==> src/rtl/phase_sequencer_if.sv <==
// phase_sequencer_if: stall/halt inputs and phase/status outputs of the phase sequencer
interface phase_sequencer_if #(parameter int XLEN = 32);
  logic            stall_fetch;
  logic            stall_execute;
  logic            stall_memoryaccess;
  logic            halt_req;
  logic            phase_fetch;
  logic            phase_decode;
  logic            phase_execute;
  logic            phase_memoryaccess;
  logic            phase_writeback;
  logic            halted;
  logic            stall_timeout;
  logic [XLEN-1:0] instret;
  modport master (
    input  stall_fetch, stall_execute, stall_memoryaccess, halt_req,
    output phase_fetch, phase_decode, phase_execute, phase_memoryaccess, phase_writeback,
    output halted, stall_timeout, instret
  );
  modport slave (
    output stall_fetch, stall_execute, stall_memoryaccess, halt_req,
    input  phase_fetch, phase_decode, phase_execute, phase_memoryaccess, phase_writeback,
    input  halted, stall_timeout, instret
  );
endinterface

==> src/rtl/phase_sequencer.sv <==
// phase_sequencer: five-phase one-hot instruction cycle with stall hold, halt parking, retire count and stall watchdog
module phase_sequencer #(
  parameter int XLEN          = 32,
  parameter int STALL_TIMEOUT = 16,
  parameter int TMO_W         = 8
) (
  input  logic              clk,
  input  logic              rst_n,
  phase_sequencer_if.master bus
);
  typedef enum logic [2:0] {IDLE, FETCH, DECODE, EXECUTE, MEMACC, WRITEBACK, HALT} state_t;
  localparam bit               WD_EN   = STALL_TIMEOUT != 0;
  localparam logic [TMO_W-1:0] TRIP_AT = TMO_W'(STALL_TIMEOUT - 1);
  state_t           r_state, w_next;
  logic [TMO_W-1:0] r_cnt;
  logic             r_tmo;
  logic [XLEN-1:0]  r_instret;
  logic             w_stall, w_trip;
  always_comb begin
    w_stall = (r_state == FETCH   && bus.stall_fetch)
           || (r_state == EXECUTE && bus.stall_execute)
           || (r_state == MEMACC  && bus.stall_memoryaccess);
    // trips on the edge that would make the STALL_TIMEOUT-th consecutive stalled cycle
    w_trip = WD_EN && w_stall && r_cnt == TRIP_AT;
    w_next = r_state;
    case (r_state)
      IDLE:      w_next = FETCH;
      FETCH:     w_next = w_stall ? FETCH : DECODE;
      DECODE:    w_next = EXECUTE;
      EXECUTE:   w_next = w_stall ? EXECUTE : MEMACC;
      MEMACC:    w_next = w_stall ? MEMACC : WRITEBACK;
      WRITEBACK: w_next = bus.halt_req ? HALT : FETCH;
      HALT:      w_next = (!bus.halt_req && !r_tmo) ? FETCH : HALT;
      default:   w_next = IDLE;
    endcase
    if (w_trip) w_next = HALT;
  end
  always_ff @(posedge clk) begin
    if (!rst_n) begin
      r_state   <= IDLE;
      r_cnt     <= '0;
      r_tmo     <= 1'b0;
      r_instret <= '0;
    end else begin
      r_state   <= w_next;
      r_cnt     <= (w_stall && !w_trip) ? r_cnt + 1'b1 : '0;
      r_tmo     <= r_tmo | w_trip;
      r_instret <= (r_state == WRITEBACK) ? r_instret + 1'b1 : r_instret;
    end
  end
  assign bus.phase_fetch        = r_state == FETCH;
  assign bus.phase_decode       = r_state == DECODE;
  assign bus.phase_execute      = r_state == EXECUTE;
  assign bus.phase_memoryaccess = r_state == MEMACC;
  assign bus.phase_writeback    = r_state == WRITEBACK;
  assign bus.halted             = r_state == HALT;
  assign bus.stall_timeout      = r_tmo;
  assign bus.instret            = r_instret;
endmodule

==> src/flat_wrapper.sv <==
// flat-port wrapper written by rule: the top's interface ports become plain ports
module phase_sequencer_flat 
#(
  parameter int XLEN          = 32,
  parameter int STALL_TIMEOUT = 16,
  parameter int TMO_W         = 8
)
  (clk, rst_n, bus_stall_fetch, bus_stall_execute, bus_stall_memoryaccess, bus_halt_req, bus_phase_fetch, bus_phase_decode, bus_phase_execute, bus_phase_memoryaccess, bus_phase_writeback, bus_halted, bus_stall_timeout, bus_instret);
  phase_sequencer_if #(.XLEN(XLEN)) bus_i ();
  input  logic clk;
  input  logic rst_n;
  input wire logic [$bits(bus_i.stall_fetch)-1:0] bus_stall_fetch;
  input wire logic [$bits(bus_i.stall_execute)-1:0] bus_stall_execute;
  input wire logic [$bits(bus_i.stall_memoryaccess)-1:0] bus_stall_memoryaccess;
  input wire logic [$bits(bus_i.halt_req)-1:0] bus_halt_req;
  output wire logic [$bits(bus_i.phase_fetch)-1:0] bus_phase_fetch;
  output wire logic [$bits(bus_i.phase_decode)-1:0] bus_phase_decode;
  output wire logic [$bits(bus_i.phase_execute)-1:0] bus_phase_execute;
  output wire logic [$bits(bus_i.phase_memoryaccess)-1:0] bus_phase_memoryaccess;
  output wire logic [$bits(bus_i.phase_writeback)-1:0] bus_phase_writeback;
  output wire logic [$bits(bus_i.halted)-1:0] bus_halted;
  output wire logic [$bits(bus_i.stall_timeout)-1:0] bus_stall_timeout;
  output wire logic [$bits(bus_i.instret)-1:0] bus_instret;
  assign bus_i.stall_fetch = bus_stall_fetch;
  assign bus_i.stall_execute = bus_stall_execute;
  assign bus_i.stall_memoryaccess = bus_stall_memoryaccess;
  assign bus_i.halt_req = bus_halt_req;
  assign bus_phase_fetch = bus_i.phase_fetch;
  assign bus_phase_decode = bus_i.phase_decode;
  assign bus_phase_execute = bus_i.phase_execute;
  assign bus_phase_memoryaccess = bus_i.phase_memoryaccess;
  assign bus_phase_writeback = bus_i.phase_writeback;
  assign bus_halted = bus_i.halted;
  assign bus_stall_timeout = bus_i.stall_timeout;
  assign bus_instret = bus_i.instret;
  phase_sequencer #(.XLEN(XLEN), .STALL_TIMEOUT(STALL_TIMEOUT), .TMO_W(TMO_W)) u_core (.clk(clk), .rst_n(rst_n), .bus(bus_i));
endmodule
==> config.mk <==
export PLATFORM = sky130hd
export DESIGN_NAME = phase_sequencer_flat
export DESIGN_NICKNAME = d
export VERILOG_FILES = /design/src/rtl/phase_sequencer_if.sv /design/src/rtl/phase_sequencer.sv /design/src/flat_wrapper.sv
export SDC_FILE = /design/constraint.sdc
export NUM_CORES = 1
export LEC_CHECK = 0
export CAP_MARGIN = 30
export CORE_MARGIN = 8
export CORE_UTILIZATION = 45
export CTS_BUF_LIST = sky130_fd_sc_hd__clkbuf_8 sky130_fd_sc_hd__clkbuf_16
export CTS_CLUSTER_DIAMETER = 150
export DETAILED_ROUTE_END_ITERATION = 8
export PLACE_DENSITY = 0.74
export SYNTH_ARGS = -nofsm -noshare
export SYNTH_HDL_FRONTEND = slang
export SYNTH_SLANG_ARGS = --single-unit
export TNS_END_PERCENT = 10
==> constraint.sdc <==
create_clock -name clk -period 1.95 [get_ports clk]
set_input_delay 0.2925 -clock clk [delete_from_list [all_inputs] [get_ports clk]]
set_output_delay 0.2925 -clock clk [all_outputs]
set_load 0.01 [all_outputs]
# Word-level counts from Yosys, hierarchy flattened
# Cells that the tools add are included.
[op_classes] addsub=2 n_eq_ne=7 mux=7 bitwise=2 reduce_logical=14
[op_table] cell="$add 32x1->32 const B" count=1
[op_table] cell="$pmux 3 s7" count=1
[op_table] cell="$mux 3" count=4
[op_table] cell="$eq 3x3->1 const B" count=3
[op_table] cell="$add 8x1->8 const B" count=1
[op_table] cell="$eq 8x4->1 const B" count=1
[op_table] cell="$eq 3x2->1 const B" count=2
[op_table] cell="$logic_and 1x1->1" count=6
[op_table] cell="$eq 3x1->1 const B" count=1
[op_table] cell="$logic_not 1->1" count=3
[op_table] cell="$logic_not 3->1" count=1
[op_table] cell="$logic_or 1x1->1" count=2
[op_table] cell="$mux 2" count=1
[op_table] cell="$reduce_and 2->1" count=1
[op_table] cell="$reduce_or 2->1" count=1
[op_table] cell="$mux 1" count=1
[op_table] cell="$not 1->1" count=1
[op_table] cell="$or 1x1->1" count=1
[totals] reg_bits=44 in_bits=6

# Logic depth before layout (Yosys ltp)
# Gate-level depths: netlist of run 1.
[logic_depth] word_depth=8 mapped_depth=6 depth_no_buf=5

# Worst setup path after synthesis of run 1
# No wires, ideal clock.
[synth_timing] path_type="register -> register" start="register u_core.r_instret[0], in the netlist u_core.bus.instret[0]" end="register u_core.r_instret[28], in the netlist u_core.bus.instret[28]" setup_ps=70 arrival_ps=1909 required_ps=1880 slack_ps=-29 path_stages_with_launch=7 path_buffers=1 period_less_slack_ps=1979 path_cell_list="dfxtp_1 ha_1 nand2_1 or4_1 clkbuf_2 or4_1 a21oi_1"
[synth_via] elab_chain_cells=1
[synth_lines] item="start, declared" line_no="phase_sequencer.sv:17" rtl="logic [XLEN-1:0] r_instret;"
[synth_lines] item="start signal, assigned" line_no="phase_sequencer.sv:48" rtl="r_instret <= (r_state == WRITEBACK) ? r_instret + 1'b1 : r_instret;"
[synth_lines] item="$add 32x1->32" line_no="phase_sequencer.sv:48"
# Every way passes these cells.
# A chain may end at the register's enable or synchronous reset.

# Final worst setup path of run 1
[layout_timing] start="register u_core.r_instret[1], in the netlist u_core.bus.instret[1]" end="register u_core.r_instret[30], in the netlist u_core.bus.instret[30]"
# The elaborated chain is that of the path after synthesis.

==> results.yml, run 1 <==
cells_and_area:
  layout-drive-gt1-share_pct: 11.9
  fin_util_pct: 62.2
  layout.nets: 325
  final_cell_count_no_fill: 372
  sequential_cell_area_sq_um: 886
  flow.area_growth_from_synthesis_pct: 34.6
  insertedDiodeCount: 0
  layout.cells.most_common: "dfxtp_1"
  final_cell_mix: "40 x dfxtp_1, 38 x clkdlybuf4s50_1, 23 x a21oi_1, 20 x buf_4, 19 x nand2_1"
  multiInputGateArea_sq_um: 1220
  fill_cells: 405
clock_tree:
  clk_latency_ps: 300
  cts_tree: "done"
  cts_hold_buf: 0
  cts_post_setup_buffers_inserted: 0
  numCtsBuffers: 5
  path_clk_slew_ps: 80
  clock-sinks: 44
  cts_root_buf: "clkbuf_8"
  level_count_of_the_clock_h_tree: 2
  cts_max_path_buffers: 2
detailed_routing:
  detail-route-antenna-nets: 0
  vias_per_cell: 5.78
  via_count: 2149
  number_of_violations_reported_at_the_end_of_detailed_routing_iteration_0: 125
  drt_pre_antenna_iters: 4
  route.detailed.wl_per_inst_um: 14.5
  totalWireLength_um: 5390
  drc_errors: 0
placed_design:
  post-place-cells: 364
  gp_congestion: 0.788
  io_buffer_count: 44
  place_ws_ps: 62.4
  post_detailed_placement_half_perimeter_wirelength_um: 4010
die:
  ios: 45
  die_h_um: 85.4
  die_footprint_sq_um: 7290
  rows: 25
  start_util_pct: 46.2
  core_region_area_sq_um: 4690
  fp.dieW_um: 85.4
sta:
  tightestPinTransition_ps: 490
  setup-violations-final: 0
  timing.fmax_mhz: 554
  period_needed_ps: 1800
  hold_violations: 0
  fin_worst_skew_ps: 8.52
  slew_headroom_pct: 67.3
  rsz_0062_raised_after_global_routing: "yes"
  finalCritPeriodShare_pct: 92.5
  setup_slack_ps: 147
  final_max_slew_viol_count: 0
critical_path:
  worst_ep_arrival_time_ps: 2030
  cp-start-kind: "flip-flop"
  r2r_cell_count: 5
  cp_num_cells: 5
  cp_num_buf_inv: 0
  path_max_fanout: 8
  cell_type_of_the_slowest_stage_on_the_worst_timing_path: "or4_4"
  timing.critical_path.slowest_cell_delay_ps: 530
  crit_path_cell_trace: "ha_2, nand2_1, or4_4, or4_1, a21oi_1"
  critPathRequiredTime_ps: 2180
  crit_path_end_kind: "flip-flop"
  crit_family: "simple AND/OR/NAND/NOR gates"
  criticalPathCategory: "reg -> reg"
synth:
  syn-instance-count: 254
  ys_async_sr_fraction_pct: 0
  synth_edf_count: 0
  ys_dominant_reg_cell: "dfxtp_1"
  synth.net_count: 262
  syn-cell-area_sq_um: 2170
  post_synth_num_cell_types: 37
  ys.warnings.count: 0
  synthesis.area_per_instance_sq_um: 8.53
  synth.yosys.seq_area_share_pct: 40.6
  ys_ff_latch: 44
grt:
  grt_antenna_before_repair: 0
  grt_max_degree: 29
  via_count_of_the_first_global_routing_pass: 1941
  global_router_s_overall_resource_usage_pct: 14.8
  grt_first_pass_wirelength_um: 8910
  globalRouteOverflowTotal: 0
power_and_ir_drop:
  total_power_w: 0.00169
  power.ir.vdd_worst_v: 0.000507
  cellLeakagePower_nw: 1.06
  power-per-cell-area_nw_per_um2: 578
hold_path:
  holdCritPathClass: "reg -> reg"
  worstHoldPathCells: 1
job:
  drv_cap: 0
outcome:
  status: "finished clean"
==> power breakdown <==
group          switching (W)  internal (W)
combinational      0.0000514     0.0000458
sequential        0.00000477      0.000904
clock               0.000304      0.000375
total               0.000361       0.00132
==> per-layer routing <==
metal / routed length, um / part of all wire, % / track usage (%)
met4: 86 / 1.6 / 5.41
met1: 2360 / 44 / 17.0
met2: 2640 / 49 / 25.4
met3: 301 / 5.6 / 4.44
met5: 0 / 0 / 0
==> cells by family after synthesis <==
family	after synthesis	share of synthesized area, %
buf+inv	19	3.46
flops	44	40.6
fa+ha+maj	2	1.15
simple gates	117	31.7
mux	5	2.31
compound gates	54	15.5
xor+xnor	13	5.25
==> timing repair <==
item,in CTS,in global routing
hold endpoints to repair,0,0
pin swaps,0,1
endpoints found under the setup margin,4,6
gates resized for setup,5,5
gates cloned,0,0
==> registers in the layout, indices dropped and copies added, names as in the netlist <==
register and cells:
u_core.r_state 3, u_core.bus.instret 32, u_core.bus.stall_timeout 1, u_core.r_cnt 8
==> metrics by stage <==
| stage | area [sq um] | hold WS (ps) | TNS [ps] |
|---|---|---|---|
| 3_5_place_dp | 2800 | 448 | 0 |
| 6_report | 2920 | 460 | 0 |
| 3_3_place_gp | 2800 | 442 | 0 |
| 2_1_floorplan | 2170 | 426 | 0 |
| 5_1_grt | 2920 | 495 | -1.42 |
| 4_1_cts | 2900 | 467 | 0 |
==> cells in the mapped netlist, types with 3 or more instances <==
library cell / instances / area (sq um)
nand2b_1: 4 / 25.0
nand4_1: 8 / 50.1
nor2_1: 17 / 63.8
dfxtp_1: 44 / 881
or3_1: 4 / 25.0
o21a_1: 4 / 30.0
o31ai_1: 17 / 128
and3_1: 6 / 37.5
nor4_1: 4 / 25.0
nand3_1: 16 / 80.1
xor2_1: 6 / 52.6
inv_1: 9 / 33.8
o21ai_0: 6 / 30.0
clkbuf_1: 4 / 15.0
nand2_1: 19 / 71.3
or4_1: 17 / 128
xnor2_1: 7 / 61.3
mux2i_1: 5 / 50.1
and4_1: 7 / 61.3
nor2b_1: 3 / 18.8
nor3_1: 3 / 15.0
a21oi_1: 23 / 115
==> final cells by class <==
cell class                 instances  area share, %
tap                               54           2.32
sequential                        44           30.4
clock buffer                       5           2.36
inverter                          11           1.42
timing repair buffer              64           20.5
clock inverter                     3           1.33
multi-input combinational        191           41.7
==> final timing paths <==
path	from	end	slack, ps
worst max register to register	u_core.bus.instret[1]	u_core.bus.instret[30]	150
worst max-delay path	u_core.bus.instret[1]	u_core.bus.instret[30]	150
worst min register to register	u_core.r_cnt[0]	u_core.r_cnt[0]	460
worst min-delay path	u_core.r_cnt[0]	u_core.r_cnt[0]	460
No activity file was read; power rests on OpenSTA's default activity.
==> run 2: changes to the inputs <==
--- a/config.mk
+++ b/config.mk
@@ -7,11 +7,11 @@
 export LEC_CHECK = 0
 export CAP_MARGIN = 30
 export CORE_MARGIN = 8
-export CORE_UTILIZATION = 45
+export CORE_UTILIZATION = 46
 export CTS_BUF_LIST = sky130_fd_sc_hd__clkbuf_8 sky130_fd_sc_hd__clkbuf_16
 export CTS_CLUSTER_DIAMETER = 150
 export DETAILED_ROUTE_END_ITERATION = 8
-export PLACE_DENSITY = 0.74
+export PLACE_DENSITY = 0.76
 export SYNTH_ARGS = -nofsm -noshare
 export SYNTH_HDL_FRONTEND = slang
 export SYNTH_SLANG_ARGS = --single-unit
==> run 2 against run 1 <==
Clock skew fell by 1.4 ps. Worst hold slack better by 11 ps. Highest routed layer unchanged. Die area is 1.8% lower. Clock-buffer cell count increased by 1. Wire length is 1.7% lower. Worst setup slack worse by 50 ps. Sequential share of layout area grew 0.46 points. Combinational power is 0.7% lower. Non-clock buffer count decreased by 4. Utilization is 0.19 points lower. Via count fell by 0.98%. Sequential power is essentially flat.
==> results.yml, run 2 (synthesis gave the netlist of run 1 again) <==
sta:
  setup-violations-final: 0
  finalCritPeriodShare_pct: 95.1
  final_max_slew_viol_count: 0
  rsz_0062_raised_after_global_routing: "yes"
  slew_headroom_pct: 67.1
  fin_worst_skew_ps: 7.08
  tightestPinTransition_ps: 492
  period_needed_ps: 1850
  timing.fmax_mhz: 540
  hold_violations: 0
  final.hold.worst_slack_ps: 471
clock_tree:
  cts_root_buf: "clkbuf_8"
  cts_tree: "done"
  cts_max_path_buffers: 2
  path_clk_slew_ps: 80
  clock-sinks: 44
  level_count_of_the_clock_h_tree: 2
  cts_hold_buf: 0
  numCtsBuffers: 5
  clk_latency_ps: 300
  cts_post_setup_buffers_inserted: 0
cells_and_area:
  final_cell_mix: "41 x dfxtp_1, 39 x clkdlybuf4s50_1, 23 x a21oi_1, 19 x nand2_1"
  largest_reg_flops: 32
  layout.cells.most_common: "dfxtp_1"
  layout.nets: 321
  layout-drive-gt1-share_pct: 11.1
  insertedDiodeCount: 0
  flow.area_growth_from_synthesis_pct: 32.4
die:
  fp.dieW_um: 84.6
  ios: 45
  die_footprint_sq_um: 7160
  core_region_area_sq_um: 4630
  start_util_pct: 46.8
  rows: 25
  die_h_um: 84.6
grt:
  grt_max_degree: 29
  grt_first_pass_wirelength_um: 9160
  globalRouteOverflowTotal: 0
  via_count_of_the_first_global_routing_pass: 1932
  global_router_s_overall_resource_usage_pct: 15.3
  grt_antenna_before_repair: 0
critical_path:
  worst_ep_arrival_time_ps: 2090
  crit_path_end_kind: "flip-flop"
  cp-start-kind: "flip-flop"
  cell_type_of_the_slowest_stage_on_the_worst_timing_path: "or4_4"
  crit_family: "simple AND/OR/NAND/NOR gates"
  crit_path_cell_trace: "ha_2, nand2_1, or4_4, or4_1, a21oi_1"
  cp_num_buf_inv: 0
  criticalPathCategory: "reg -> reg"
  critPathRequiredTime_ps: 2180
  timing.critical_path.slowest_cell_delay_ps: 530
  path_max_fanout: 8
detailed_routing:
  number_of_violations_reported_at_the_end_of_detailed_routing_iteration_0: 101
  vias_per_cell: 5.78
  route.detailed.wl_per_inst_um: 14.4
  drt_pre_antenna_iters: 4
  totalWireLength_um: 5290
  via_count: 2128
  drc_errors: 0
  detail-route-antenna-nets: 0
placed_design:
  io_buffer_count: 44
  gp_congestion: 0.790
  post_detailed_placement_half_perimeter_wirelength_um: 3970
outcome:
  status: "finished clean"
job:
  drv_cap: 0
power_and_ir_drop:
  cellLeakagePower_nw: 1.02
  power.ir.vdd_worst_v: 0.000518
  total_power_w: 0.00160
  power-per-cell-area_nw_per_um2: 558
hold_path:
  holdCritPathClass: "reg -> reg"
-- run 2: through the flow --
| stage | instances | instance area [sq um] | setup WS [ps] | setup TNS, ps | util (%) |
|---|---|---|---|---|---|
| CTS | 368 | 2860 | 2.19 | 0 | 61.7 |
| global placement | 360 | 2770 | 85.1 | 0 | 59.8 |
| detailed placement | 360 | 2770 | 20.4 | 0 | 59.8 |
| floorplan | 254 | 2170 | 57.7 | 0 | - |
| finish | 368 | 2870 | 96.5 | 0 | 62.0 |
| global route | 368 | 2870 | -9.03 | -9.03 | 62.0 |
-- run 2: layer usage --
metal | up-vias | global-route usage [%] | routed length (um)
met1 | 1011 | 17.8 | 2300
met3 | 5 | 5.07 | 314
met4 | 0 | 4.37 | 48
met2 | 45 | 26.0 | 2630
li1 | 1067 | - | -
met5 | - | 0 | 0
-- run 2: worst paths after layout --
check / from / cells past startpoint / slack (ps) / end
max: u_core.bus.instret[1] / 5 / 100 / u_core.bus.instret[30]
min: u_core.r_cnt[0] / 1 / 470 / u_core.r_cnt[0]
max reg2reg: u_core.bus.instret[1] / 5 / 100 / u_core.bus.instret[30]
min reg2reg: u_core.r_cnt[0] / 1 / 470 / u_core.r_cnt[0]
-- run 2: what timing repair did --
action | 4_1_cts | 5_1_grt
pin swaps | 0 | 2
resized for setup | 3 | 6
endpoints found under the hold margin | 0 | 0
endpoints found under the setup margin | 3 | 9
-- run 2: power breakdown --
group / internal [W] / switching [W]
clock: 0.000283 / 0.000313
sequential: 0.000903 / 0.00000448
combinational: 0.0000443 / 0.0000522
total: 0.00123 / 0.000370
-- run 2: area by class of cell --
class                      count  area, sq um
tap                           54         67.6
clock buffer                   6         82.6
fill                         426         1760
sequential                    44          885
clock inverter                 2         10.0
timing repair buffer          60          566
multi-input combinational    191         1220
inverter                      11         41.3
-- run 2: worst register-to-register path: cells and delay by family (launching register included) --
| family | cells | cell delay, ps |
|---|---|---|
| AND/OR/NAND/NOR | 3 | 1080 |
| AO/OA/AOI/OAI | 1 | 140 |
| flip-flops | 1 | 380 |
| adder cells (fa/ha/maj) | 1 | 190 |
==> run 3: changes to the inputs <==
--- a/config.mk
+++ b/config.mk
@@ -7,11 +7,12 @@
 export LEC_CHECK = 0
 export CAP_MARGIN = 30
 export CORE_MARGIN = 8
-export CORE_UTILIZATION = 46
+export CORE_UTILIZATION = 38
 export CTS_BUF_LIST = sky130_fd_sc_hd__clkbuf_8 sky130_fd_sc_hd__clkbuf_16
 export CTS_CLUSTER_DIAMETER = 150
 export DETAILED_ROUTE_END_ITERATION = 8
-export PLACE_DENSITY = 0.76
+export PLACE_DENSITY = 0.65
+export SLEW_MARGIN = 20
 export SYNTH_ARGS = -nofsm -noshare
 export SYNTH_HDL_FRONTEND = slang
 export SYNTH_SLANG_ARGS = --single-unit
==> run 3 against run 2 <==
Sequential power is essentially flat. Non-clock buffer count grew 6. Clock skew shrank 0.62 ps. Flip-flop and latch count is the same. Total power shrank 0.90%. Critical path type is now reg -> out. Critical endpoint is now bus_halted. Highest routed layer unchanged.
==> results.yml, run 3 (synthesis gave the netlist of run 1 again) <==
detailed_routing:
  number_of_violations_reported_at_the_end_of_detailed_routing_iteration_0: 70
  route.detailed.wl_per_inst_um: 13.8
  detail-route-antenna-nets: 0
  totalWireLength_um: 5410
  via_count: 2097
  drt_pre_antenna_iters: 4
  vias_per_cell: 5.35
  drc_errors: 0
cells_and_area:
  layout.nets: 327
  final_cell_mix: "41 x dfxtp_1, 40 x clkdlybuf4s50_1, 23 x a21oi_1, 21 x buf_4, 19 x nand2_1"
  sequential_cell_area_sq_um: 885
  insertedDiodeCount: 0
  layout-drive-gt1-share_pct: 11.9
  postLayoutCellArea_sq_um: 2940
  multiInputGateArea_sq_um: 1220
  fill_cells: 520
  layout.cells.most_common: "dfxtp_1"
  flow.area_growth_from_synthesis_pct: 35.7
  largest_reg_flops: 32
die:
  core_region_area_sq_um: 5510
  fp.dieW_um: 91.5
  start_util_pct: 39.4
  ios: 45
  die_h_um: 91.5
  die_footprint_sq_um: 8380
  rows: 27
critical_path:
  path_max_fanout: 10
  criticalPathCategory: "reg -> out"
  worst_ep_arrival_time_ps: 1570
  timing.reg2reg.setup_slack_ps: 160
  r2r_cell_count: 4
  crit_path_end_kind: "primary output"
  cp-start-kind: "flip-flop"
  critPathRequiredTime_ps: 1660
sta:
  rsz_0062_raised_after_global_routing: "no"
  slew_headroom_pct: 74.2
  final_max_slew_viol_count: 0
  period_needed_ps: 1860
  setup_tns_ps: 0
  setup-violations-final: 0
  hold_violations: 0
  fin_worst_skew_ps: 6.46
  tightestPinTransition_ps: 383
  timing.fmax_mhz: 538
  finalCritPeriodShare_pct: 95.3
clock_tree:
  clock-sinks: 44
  path_clk_slew_ps: 80
  numCtsBuffers: 5
  clk_latency_ps: 290
  level_count_of_the_clock_h_tree: 2
  cts_hold_buf: 0
  cts_max_path_buffers: 2
  cts_post_setup_buffers_inserted: 0
  cts_tree: "done"
  cts_root_buf: "clkbuf_8"
power_and_ir_drop:
  power.ir.vdd_worst_v: 0.000507
  cellLeakagePower_nw: 1.02
  power-per-cell-area_nw_per_um2: 540
grt:
  grt_antenna_before_repair: 0
  top_usage_layer: "met2"
  grt_first_pass_wirelength_um: 9180
  met2_usage_pct: 22.7
  globalRouteMet1Util_pct: 14.6
  globalRouteOverflowTotal: 0
  global_router_s_overall_resource_usage_pct: 12.9
  grt_max_degree: 29
  globalRouteMet3Util_pct: 3.70
  via_count_of_the_first_global_routing_pass: 1999
placed_design:
  postPlaceCellArea_sq_um: 2850
  post_detailed_placement_half_perimeter_wirelength_um: 4130
  io_buffer_count: 44
  gp_congestion: 0.781
outcome:
  status: "finished clean"
hold_path:
  worstHoldPathCells: 1
  holdCritPathClass: "reg -> reg"
job:
  drv_cap: 0
-- run 3: changes by cell type in the layout (fill, tap and decap cells not counted), sizes merged --
cell,before,now
clkinv,2,0
buf,16,22
dlygate4sd2,2,3
dlymetal6s2s,3,1
clkdlybuf4s50,39,40
inv,11,13
-- run 3: per-layer routing --
layer	vias to the layer above	part of all wire (%)
met4	0	1.3
met5	-	0
met3	9	4.4
met2	27	50
met1	983	44
li1	1078	-
-- run 3: final cells by class --
type | count | area share, %
sequential | 44 | 30.1
clock buffer | 6 | 2.81
timing repair buffer | 66 | 21.0
clock inverter | 2 | 0.255
multi-input combinational | 191 | 41.4
inverter | 11 | 1.40
tap | 72 | 3.06
-- run 3: per-stage QoR --
step,instances,hold slack [ps],setup slack [ps],utilization (%),total power (W)
after floorplan,254,426,57.7,-,0.000987
after global placement,384,446,95.8,51.7,0.00103
after detailed placement,384,474,82.3,51.7,0.00104
after CTS,392,492,41.4,53.3,0.00161
after global routing,392,517,16.6,53.4,0.00165
final,392,482,91.2,53.4,0.00159
-- run 3: critical path, stage by stage (launching register included) --
cell and delay [ps]:
dfxtp_2 340, buf_4 160, inv_1 100, and3_1 150
clkdlybuf4s50_1 530
-- run 3: power breakdown --
part / switching, W / total, W / internal (W)
sequential: 0.00000486 / 0.000909 / 0.000904
clock: 0.000297 / 0.000576 / 0.000279
combinational: 0.0000528 / 0.000102 / 0.0000490
total: 0.000355 / 0.00159 / 0.00123
-- run 3: timing repair --
item | 4_1_cts | 5_1_grt
endpoints found under the hold margin | 0 | 0
gates resized for setup | 5 | 2
cloned | 0 | 0
endpoints found under the setup margin | 4 | 6
pin swaps | 0 | 2
-- run 3: final timing paths --
kind | start | endpoint
max | u_core.r_state[0] | bus_halted
min | u_core.r_cnt[0] | u_core.r_cnt[0]
max reg2reg | u_core.bus.instret[8] | u_core.bus.instret[28]
min reg2reg | u_core.r_cnt[0] | u_core.r_cnt[0]
